===== config.mk =====
export PLATFORM = sky130hd
export DESIGN_NAME = inreg_bank_hs
export DESIGN_NICKNAME = d
export VERILOG_FILES = /design/src/rtl/inreg_bank_hs.sv
export SDC_FILE = /design/constraint.sdc
export NUM_CORES = 1
export LEC_CHECK = 0
export CAP_MARGIN = 5
export CELL_PAD_IN_SITES_DETAIL_PLACEMENT = 0
export CELL_PAD_IN_SITES_GLOBAL_PLACEMENT = 2
export CORE_MARGIN = 2
export CORE_UTILIZATION = 37
export CTS_BUF_LIST = sky130_fd_sc_hd__clkbuf_8
export DETAILED_ROUTE_END_ITERATION = 16
export PLACE_DENSITY_LB_ADDON = 0.25
export SLEW_MARGIN = 10
export SYNTH_ARGS = -nofsm -noshare
export SYNTH_HDL_FRONTEND = slang
export SYNTH_SLANG_ARGS = --single-unit

===== constraint.sdc =====
create_clock -name clk -period 5 [get_ports clk]
set_input_delay 1 -clock clk [delete_from_list [all_inputs] [get_ports clk]]
set_output_delay 1 -clock clk [all_outputs]
set_load 0.1 [all_outputs]

===== src/rtl/inreg_bank_hs.sv =====
// inreg_bank_hs: parametrised input register bank feeding the perceptron array.
//
// Lanes are loaded through a valid/ready beat interface in one of four modes:
//   00 shift      : lane0 <= in_data, lane i <= lane i-1; frame after N beats
//   01 addressed  : lane[in_addr] <= in_data; frame once every lane is written
//   10 broadcast  : all lanes <= in_data; frame on that same beat
//   11 hold       : no beats accepted, state kept
// A completed frame raises frame_valid until frame_ack is sampled.
//
// Optional feature (macro INREG_DOUBLE_BUF_EN): a shadow bank drives out, so the
// next frame may be loaded while the previous one is still being consumed.
//
// Ports:
//   clk         clock, all state on rising edge
//   rst         asynchronous active-low reset
//   mode        load mode (see above)
//   in_data     lane value of an input beat
//   in_addr     target lane for addressed mode
//   in_valid    beat offered
//   in_ready    bank can accept a beat
//   clr         synchronous clear of lanes, counters and written mask
//   out         lane i on out[(i+1)*B-1:i*B], registered
//   frame_valid complete frame present on out
//   frame_ack   frame consumed by the DSP array
//   addr_err    one-cycle pulse: addressed beat with in_addr >= N dropped
//   fill_cnt    lanes/beats filled in the current frame
module inreg_bank_hs #(
  parameter int unsigned B  = 8,
  parameter int unsigned N  = 40,
  parameter int unsigned AW = 6
) (
  input  logic          clk,
  input  logic          rst,
  input  logic [1:0]    mode,
  input  logic [B-1:0]  in_data,
  input  logic [AW-1:0] in_addr,
  input  logic          in_valid,
  output logic          in_ready,
  input  logic          clr,
  output logic [N*B-1:0] out,
  output logic          frame_valid,
  input  logic          frame_ack,
  output logic          addr_err,
  output logic [AW:0]   fill_cnt
);

  typedef enum logic [1:0] {
    ModeShift = 2'b00,
    ModeAddr  = 2'b01,
    ModeBcast = 2'b10,
    ModeHold  = 2'b11
  } mode_e;

  mode_e mode_in, mode_q;

  logic [N-1:0][B-1:0] lanes_q, lanes_d;
  logic [N-1:0]        mask_q, mask_d, mask_eff, addr_hot;
  logic [AW:0]         fill_q, fill_d, fill_eff;
  logic                fv_q, fv_d;
  logic                err_q, err_d;
  logic                mode_chg, addr_ok, completes, accept;

`ifdef INREG_DOUBLE_BUF_EN
  logic [N-1:0][B-1:0] shadow_q, shadow_d;
`endif

  assign mode_in  = mode_e'(mode);
  // A mode change restarts the frame count; lanes are untouched.
  assign mode_chg = (mode_in != mode_q);
  assign fill_eff = mode_chg ? '0 : fill_q;
  assign mask_eff = mode_chg ? '0 : mask_q;

  // One-hot lane decode; all-zero when in_addr is outside 0..N-1.
  always_comb begin
    addr_hot = '0;
    for (int i = 0; i < N; i++) begin
      if (in_addr == AW'(i)) addr_hot[i] = 1'b1;
    end
  end
  assign addr_ok = |addr_hot;

  // Whether a beat accepted this cycle would complete a frame.
  always_comb begin
    completes = 1'b0;
    unique case (mode_in)
      ModeShift: completes = (fill_eff == (AW+1)'(N - 1));
      ModeAddr:  completes = addr_ok && (&(mask_eff | addr_hot));
      ModeBcast: completes = 1'b1;
      ModeHold:  completes = 1'b0;
    endcase
  end

`ifdef INREG_DOUBLE_BUF_EN
  // Only a second completion has to wait; an ack in the same cycle frees the shadow.
  assign in_ready = !clr && (mode_in != ModeHold) && !(fv_q && !frame_ack && completes);
`else
  assign in_ready = !clr && (mode_in != ModeHold) && !fv_q;
`endif

  assign accept = in_valid && in_ready;

  always_comb begin
    lanes_d = lanes_q;
    mask_d  = mask_eff;
    fill_d  = fill_eff;
    fv_d    = fv_q && !frame_ack;
    err_d   = 1'b0;
`ifdef INREG_DOUBLE_BUF_EN
    shadow_d = shadow_q;
`endif

    if (accept) begin
      unique case (mode_in)
        ModeShift: begin
          lanes_d = {lanes_q[N-2:0], in_data};
          fill_d  = fill_eff + (AW+1)'(1);
        end
        ModeAddr: begin
          if (addr_ok) begin
            for (int i = 0; i < N; i++) begin
              if (addr_hot[i]) lanes_d[i] = in_data;
            end
            mask_d = mask_eff | addr_hot;
            // A rewrite of an already-written lane does not advance the count.
            if (!(|(mask_eff & addr_hot))) fill_d = fill_eff + (AW+1)'(1);
          end else begin
            err_d = 1'b1;
          end
        end
        ModeBcast: lanes_d = {N{in_data}};
        ModeHold:  ;
      endcase

      // A completion on the ack edge wins: the new frame is what is now valid.
      if (completes) begin
        fv_d   = 1'b1;
        fill_d = '0;
        mask_d = '0;
`ifdef INREG_DOUBLE_BUF_EN
        shadow_d = lanes_d;
`endif
      end
    end

    if (clr) begin
      lanes_d = '0;
      mask_d  = '0;
      fill_d  = '0;
      fv_d    = 1'b0;
      err_d   = 1'b0;
`ifdef INREG_DOUBLE_BUF_EN
      shadow_d = '0;
`endif
    end
  end

  always_ff @(posedge clk or negedge rst) begin
    if (!rst) begin
      mode_q  <= ModeShift;
      lanes_q <= '0;
      mask_q  <= '0;
      fill_q  <= '0;
      fv_q    <= 1'b0;
      err_q   <= 1'b0;
    end else begin
      mode_q  <= mode_in;
      lanes_q <= lanes_d;
      mask_q  <= mask_d;
      fill_q  <= fill_d;
      fv_q    <= fv_d;
      err_q   <= err_d;
    end
  end

`ifdef INREG_DOUBLE_BUF_EN
  always_ff @(posedge clk or negedge rst) begin
    if (!rst) shadow_q <= '0;
    else      shadow_q <= shadow_d;
  end
  assign out = shadow_q;
`else
  assign out = lanes_q;
`endif

  assign frame_valid = fv_q;
  assign addr_err    = err_q;
  assign fill_cnt    = fill_q;

endmodule

# Word-level counts from Yosys, hierarchy flattened
# Index checks and enable logic that the tools add are counted.
# word_totals
register_bits,371
latchBits,0
ram_bits,0
romBits,0
in_bits,21
output_inout_bits,330
elab_cells,294
mem_count,0
# op_classes
add_sub_neg,1
multipliers,0
div,0
n_lt_le_gt_ge,0
eq_ne,86
shifts,0
mux,105
n_bitwise,2
reduce_logical,55
# op_table
op,count
2-to-1 mux 320 bit,3
one-hot mux 320 bit (3 select lines),1
2-to-1 mux 8 bit,40
2-to-1 mux 40 bit,6
AND reduction 4 bit,40
!= test 3 bit (second input constant),41
equality test 6 x 5 -> 1 bit (second input constant),16
OR reduction 40 bit,2
equality test 6 x 4 -> 1 bit (second input constant),8
equality test 6 bit (second input constant),8
2-to-1 mux 1 bit,47
2-to-1 mux 7 bit,6
AND 40 bit,1
OR 40 bit,1
AND reduction 40 bit,1
equality test 6 x 3 -> 1 bit (second input constant),4
one-hot mux 7 bit (2 select lines),1
equality test 6 x 2 -> 1 bit (second input constant),2
adder 7 x 1 -> 7 bit (second input constant),1
equality test 7 x 6 -> 1 bit (second input constant),1
equality test 6 x 1 -> 1 bit (second input constant),1
logical NOT 6 bit,1
logical AND 1 bit,5
equality test 2 bit (second input constant),2
8 further kinds,10

# Depth between registers and ports, before layout
# Gate-level depths: netlist of the first run.
# depth
ltp_word,10
ltp_mapped,14
mapped_depth_nobuf,13

# Least setup slack after synthesis of the first run
# Ideal clock, no wire load.
# synth_timing
path_type,input to register
startpoint,input port clr
endpoint,register lanes_q (netlist bit out[100])
setup_ns,0.126
t_arrival_ns,4.903
required_time_ns,4.874
path_slack_ns,-0.028
stages,7
n_path_buf,2
cell_sequence,clkbuf_1 > nor3_1 > and2_1 > a21oi_1 > clkbuf_1 > a21oi_1 > mux2_2
# synth_between
elab_chain_cells,6
word_cells_on_any_way,10
# synth_rtl
item,line,rtl
start: declaration,39,"input logic clr,"
logical NOT 1 bit,97,assign in_ready = !clr && (mode_in != ModeHold) && !fv_q;
logical AND 1 bit (2 in a row),97,
via in_ready,38,"output logic in_ready,"
logical AND 1 bit,100,assign accept = in_valid && in_ready;
nonzero test 2 bit (no line),n/a,
AND reduction 4 bit (no line),n/a,
end signal: assignment,167,lanes_q <= lanes_d;
end: declaration,56,"logic [N-1:0][B-1:0] lanes_q, lanes_d;"
# The timed path passes the listed nets, and every way through them passes these cells.
# A chain may end at the register's enable or synchronous reset.

# Worst setup path after layout of the first run
# layout_timing
startpoint,input port in_addr[1]
endpoint,register mask_q[37]
# layout_between
elab_chain_cells,9
word_cells_on_any_way,90
# layout_rtl
item,line,rtl
start: declaration,36,"input logic [AW-1:0] in_addr,"
equality test 6 x 1 -> 1 bit (tied with other cells),77,if (in_addr == AW'(i)) addr_hot[i] = 1'b1;
2-to-1 mux 1 bit,77,
OR 40 bit,"87, 123",
AND reduction 40 bit,87,ModeAddr: completes = addr_ok && (&(mask_eff | addr_hot));
logical AND 1 bit,87,
one-hot mux 1 bit (4 select lines),85,unique case (mode_in)
2-to-1 mux 40 bit *,135,if (completes) begin
2-to-1 mux 40 bit *,112,if (accept) begin
2-to-1 mux 40 bit *,145,if (clr) begin
via mask_d[37],57,"logic [N-1:0] mask_q, mask_d, mask_eff, addr_hot;"
end signal: assignment,168,mask_q <= mask_d;
end: declaration,57,
# The timed path passes the listed nets; every way through them passes the cells marked *.

==> impl_metrics.tcl, run 1 <==
set metrics [dict create \
    outcome "completed" \
    hold_viol 0 \
    cts-buffers-inserted 70 \
    top_usage_layer "met2" \
    cts_setup_buffers 0 \
    die_w_um 234 \
    post_drt_wl_per_cell_um 24.5 \
    grt_max_degree 219 \
    wl_um 72300 \
    io_pins 351 \
    r2r_start "mode_q[0]" \
    synth_area_um2 19500 \
    post-route-period-util_pct 79.6 \
    area_growth_pct 29.3 \
    path_max_fanout 40 \
    fin_util_pct 48.3 \
    use_met2_pct 43.9 \
    path_class "primary input to register" \
    synthCells 1886 \
    fin_skew_ns 0.0345 \
    clockRootBuffer "clkbuf_8" \
    start_util_pct 37.3 \
    antenna_found_initial 0 \
    via_per_inst 5.47 \
    async_reset_ff_share_pct 100 \
    hold_path.class "primary input to asynchronous set/reset pin" \
    postRouteAntennaNets 0 \
    final_nets 2243 \
    hold_ws_ns 0.446 \
    met3_usage_pct 6.87 \
    required_ns 5.50 \
    postSynthAreaPerCell_um2 10.4 \
    gp_routability_congestion 0.944 \
    num-fill-cells 4972 \
    grt_pass1_vias 16600 \
    cp-start-kind "primary input" \
    max_freq_mhz 251 \
    route.detailed.drc 0 \
    p_int_uw 5930 \
    power.density_nw_per_um2 429 \
    clk_latency_ns 0.64 \
    coreArea_um2 52300 \
    combPwrFrac_pct 39.7 \
    post_cts_resized 0 \
    slew_violations 0 \
    layout_commonest_cell "a21oi_1" \
    reg2reg_to "mask_q[37]" \
    yosys_warnings 0 \
    clk_pin_slew_ns 0.05 \
    dr.pass1.iters 5 \
    synth_nets 1912 \
    synth_seq_cells 371 \
    vdd_ir_drop_max_mv 0.250 \
    setup_viol 0 \
    diodes 0 \
    place_ws_ns 0.442 \
    ys_seq_area_share_pct 47.5 \
    die_area_um2 54600 \
    slew-limit-headroom_pct 24.7 \
    mostFrequentLayoutCells "a21oi_1, dfrtp_1, clkdlybuf4s50_1" \
    grtUsageMet1_pct 32.4 \
    setup_ws_ns 1.02 \
    cts_tree "built" \
    hold_buffers 0 \
    chipHeight_um 234 \
    drive_gt1_share_pct 22.5 \
    swShare_pct 45.3 \
    crit_arrival_ns 4.48 \
    drv_cap 0 \
    grt_pass1_wl_um 107000 \
    htree_levels 3 \
    seq_power_share_pct 33.6 \
    dr.first_iter.drc_count 1140 \
    total_power_uw 10800 \
    tns_ns 0 \
    yosysUniqueCellTypes 60 \
    clk_path_buf_depth 3 \
    vias 16200 \
    min_period_ns 3.98 \
    fp-row-count 84 \
    globalRouteOverflowTotal 0 \
    synth_edf_count 0 \
    grt_util_all_layers_pct 26.1 \
    cts_sinks 371 \
    clkPwrFrac_pct 26.7 \
    worstMarginPinSlew_ns 1.13 \
    synthFlopType "dfrtp_1" \
    dp_hpwl_um 49000 \
    switchingPower_uw 4910 \
    end_kind "register" \
    ff2ff_setup_slack_ns 2.20 \
    r2r.worst_path.cells 13 \
    port_buffers 350 \
    p_leak_uw 0.0106 \
    rsz0062_at_grt "no" \
]
## cells by family (layout without fill, tap and decap cells)
kind of cell / count (synthesis) / count (layout) / synth area share [%]
AND/OR/NAND/NOR: 540 / 540 / 16.0
AO/OA/AOI/OAI: 474 / 474 / 13.7
flip-flops: 371 / 371 / 47.5
multiplexers: 324 / 324 / 18.6
buffers and inverters: 169 / 549 / 3.62
adder cells (fa/ha/maj): 5 / 5 / 0.320
XOR/XNOR: 3 / 3 / 0.135
## metal layers
| layer | share of wire, % | up-vias |
|---|---|---|
| met4 | 3.0 | 0 |
| li1 | - | 7338 |
| met2 | 49 | 443 |
| met1 | 41 | 8274 |
| met3 | 6.6 | 109 |
| met5 | 0 | - |
## flip-flops by register name (all words and copies together) (netlist names)
signal	cells
out	320
mask_q	40
fill_cnt	7
mode_q	2
addr_err	1
frame_valid	1
## cells in the mapped netlist (4+ instances only)
library cell | number | share of area, %
a21oi_1 | 374 | 9.6
dfrtp_1 | 371 | 48
mux2_2 | 314 | 18
nand2b_1 | 307 | 9.8
clkbuf_1 | 132 | 2.5
nand2_1 | 87 | 1.7
nor2_1 | 58 | 1.1
a32oi_1 | 32 | 1.4
nand3_1 | 21 | 0.54
a22oi_1 | 17 | 0.65
buf_2 | 10 | 0.26
buf_4 | 10 | 0.38
mux2i_1 | 10 | 0.51
nand3b_1 | 9 | 0.35
nor2b_1 | 9 | 0.29
o31ai_1 | 9 | 0.35
inv_1 | 8 | 0.15
nor4_1 | 8 | 0.26
buf_1 | 6 | 0.12
nor3_1 | 6 | 0.15
a21o_1 | 5 | 0.19
a31oi_1 | 5 | 0.16
ha_1 | 5 | 0.32
o21ai_0 | 5 | 0.13
and2_1 | 4 | 0.13
and3_1 | 4 | 0.13
nand4_1 | 4 | 0.13
## how the worst max path moves through the flow
stage	slack [ns]	endpoint	startpoint
global route	0.91	mask_q[21]	in_addr[1]
finish	1.02	mask_q[37]	in_addr[1]
floorplan	0.91	out[100]	clr
detailed placement	0.44	mask_q[22]	in_addr[1]
global placement	0.42	mask_q[16]	in_addr[1]
CTS	1.11	mask_q[21]	in_addr[1]
## layout make-up
| class | count | area, µm² | area share [%] |
|---|---|---|---|
| flip-flops and latches | 371 | 9280 | 36.8 |
| multi-input cells | 1346 | 9620 | 38.1 |
| well taps | 688 | 861 | 3.41 |
| repair buffers | 420 | 4140 | 16.4 |
| inverters | 8 | 30.0 | 0.119 |
| clock inverters | 35 | 148 | 0.584 |
| clock buffers | 86 | 1180 | 4.69 |
## through the flow
step                cell area [µm²]  std cells
finish                        25300       2954
global route                  25300       2954
CTS                           25300       2954
detailed placement            23900       2833
global placement              23900       2833
floorplan                     19500       1886
## worst max-delay path: stages
cell and delay, ns:
clkdlybuf4s50_1 0.70, buf_4 0.28, nor2b_4 0.60, a21oi_1 0.15
nor4_1 0.37, nand4_1 0.17, or4_4 0.60, a21oi_4 0.24
buf_12 0.26, nor2_1 0.07
## power groups by stage
stage | clock network, µW | logic (µW) | registers (µW)
after floorplan | 0 | 877 | 5870
after global placement | 0 | 4300 | 3690
after detailed placement | 0 | 4310 | 3700
after CTS | 2970 | 4320 | 3650
after global routing | 3120 | 4450 | 3680
final | 2890 | 4310 | 3640
Note: power is estimated with default switching activity, not from simulation.
==> run 2, diff against run 1 <==
CORE_UTILIZATION = 35   (was 37)
clock period = 3.8 ns   (was 5 ns; I/O delays follow)
==> run 2 against run 1 <==
Compared with the run above: power rose by 33%; critical path depth is 1 higher; via count up 0.79%; combinational power increased by 34%; hold slack got worse by 0.26 ns; setup slack worse by 0.55 ns; flip-flop and latch count did not move; highest routed layer unchanged.
==> impl_metrics.tcl, run 2 (synthesized netlist as in run 1, its figures left out) <==
set metrics [dict create \
    tns_ns 0 \
    fin_skew_ns 0.0227 \
    total_power_uw 14500 \
    ff2ff_setup_slack_ns 1.10 \
    drv_cap 0 \
    min_period_ns 3.33 \
    drive_gt1_share_pct 26.2 \
    met3_usage_pct 7.12 \
    path_max_fanout 16 \
    gp_routability_congestion 0.898 \
    end_kind "register" \
    power.density_nw_per_um2 555 \
    cts_sinks 371 \
    start_util_pct 35.4 \
    dp_hpwl_um 52500 \
    area_growth_pct 33.4 \
    grt_max_degree 193 \
    outcome "completed" \
    use_met2_pct 43.2 \
    grt_pass1_vias 16900 \
    top_usage_layer "met2" \
    dr.pass1.iters 5 \
    cts_tree "built" \
    grtUsageMet1_pct 32.3 \
    clockRootBuffer "clkbuf_8" \
    io_pins 351 \
    die_w_um 240 \
    critPathLaunch "in_addr[4]" \
    path_class "primary input to register" \
    clk_latency_ns 0.64 \
    cp-start-kind "primary input" \
    antenna_found_initial 1 \
    postRouteAntennaNets 0 \
    required_ns 4.31 \
    rsz0062_at_grt "no" \
    clk_path_buf_depth 3 \
    route.detailed.drc 0 \
    mostFrequentLayoutCells "a21oi_1, dfrtp_1, clkdlybuf4s50_1" \
    dr.first_iter.drc_count 1078 \
    post-route-period-util_pct 87.6 \
    max_freq_mhz 301 \
    fin_area_um2 26100 \
    globalRouteOverflowTotal 0 \
    chipHeight_um 240 \
    p_leak_uw 0.0111 \
    cts_setup_buffers 0 \
    worstMarginPinSlew_ns 1.10 \
    setup_viol 0 \
    wl_um 75100 \
    hold_buffers 0 \
    r2r_start "mode_q[0]" \
    layout_commonest_cell "a21oi_1" \
    final_nets 2322 \
    post_cts_resized 0 \
    fp-row-count 86 \
    port_buffers 350 \
    post_drt_wl_per_cell_um 24.3 \
    grt_util_all_layers_pct 25.8 \
    htree_levels 3 \
    coreArea_um2 55100 \
    vdd_ir_drop_max_mv 0.418 \
    vias 16300 \
    crit_arrival_ns 3.83 \
    hold_viol 0 \
    clk_pin_slew_ns 0.05 \
    slew_violations 0 \
    largest_reg_flops 320 \
    grt_pass1_wl_um 111000 \
    hold_path.class "primary input to asynchronous set/reset pin" \
    die_area_um2 57700 \
    post_dp_cell_area_um2 24700 \
    slew-limit-headroom_pct 26.1 \
    via_per_inst 5.26 \
    cts-buffers-inserted 71 \
]
==> run 2: path summary, 6_finish.rpt <==
kind,end,cells after the start
setup reg to reg,mask_q[21],8
hold reg to reg,out[0],2
min in group clk,out[0],2
setup / recovery,mask_q[21],11
hold / removal,mask_q[33],1
max in group asynchronous,out[103],2
==> run 2: metal layers <==
| metal | vias to the layer above | part of all wire, % |
|---|---|---|
| li1 | 7477 | - |
| met1 | 8305 | 42 |
| met2 | 386 | 49 |
| met3 | 123 | 5.9 |
| met4 | 0 | 3.0 |
| met5 | - | 0 |
==> run 2: final cells by class <==
cell class	count	area, µm²
repair buffers	498	4830
clock inverters	38	211
well taps	748	936
diodes	3	7.51
fillers	5331	29000
inverters	8	30.0
multi-input cells	1346	9610
clock buffers	83	1140
flip-flops and latches	371	9280
==> run 2: critical path: stages <==
cell and delay [ns]:
clkdlybuf4s50_1 0.49, buf_12 0.20, o21ai_0 0.30, buf_4 0.18
nand4_1 0.19, nor4_1 0.32, nand4_1 0.14, or4_4 0.61
a21oi_4 0.28, buf_4 0.27, nor2_1 0.07
==> run 2: stage by stage <==
step | hold WS [ns] | utilization [%] | worst slack (ns) | instances
after global placement | 0.488 | 44.8 | -0.188 | 2971
after global routing | 0.212 | 47.3 | 0.352 | 3094
after floorplan | 0.464 | - | 0.397 | 1886
final | 0.182 | 47.3 | 0.473 | 3095
after CTS | 0.200 | 47.3 | 0.461 | 3092
after detailed placement | 0.492 | 44.8 | -0.201 | 2971
==> run 2: report_power, final <==
part	internal [µW]	total, µW	switching [µW]
Sequential	4370	4800	431
Combinational	1470	5760	4290
Clock	2110	3900	1790
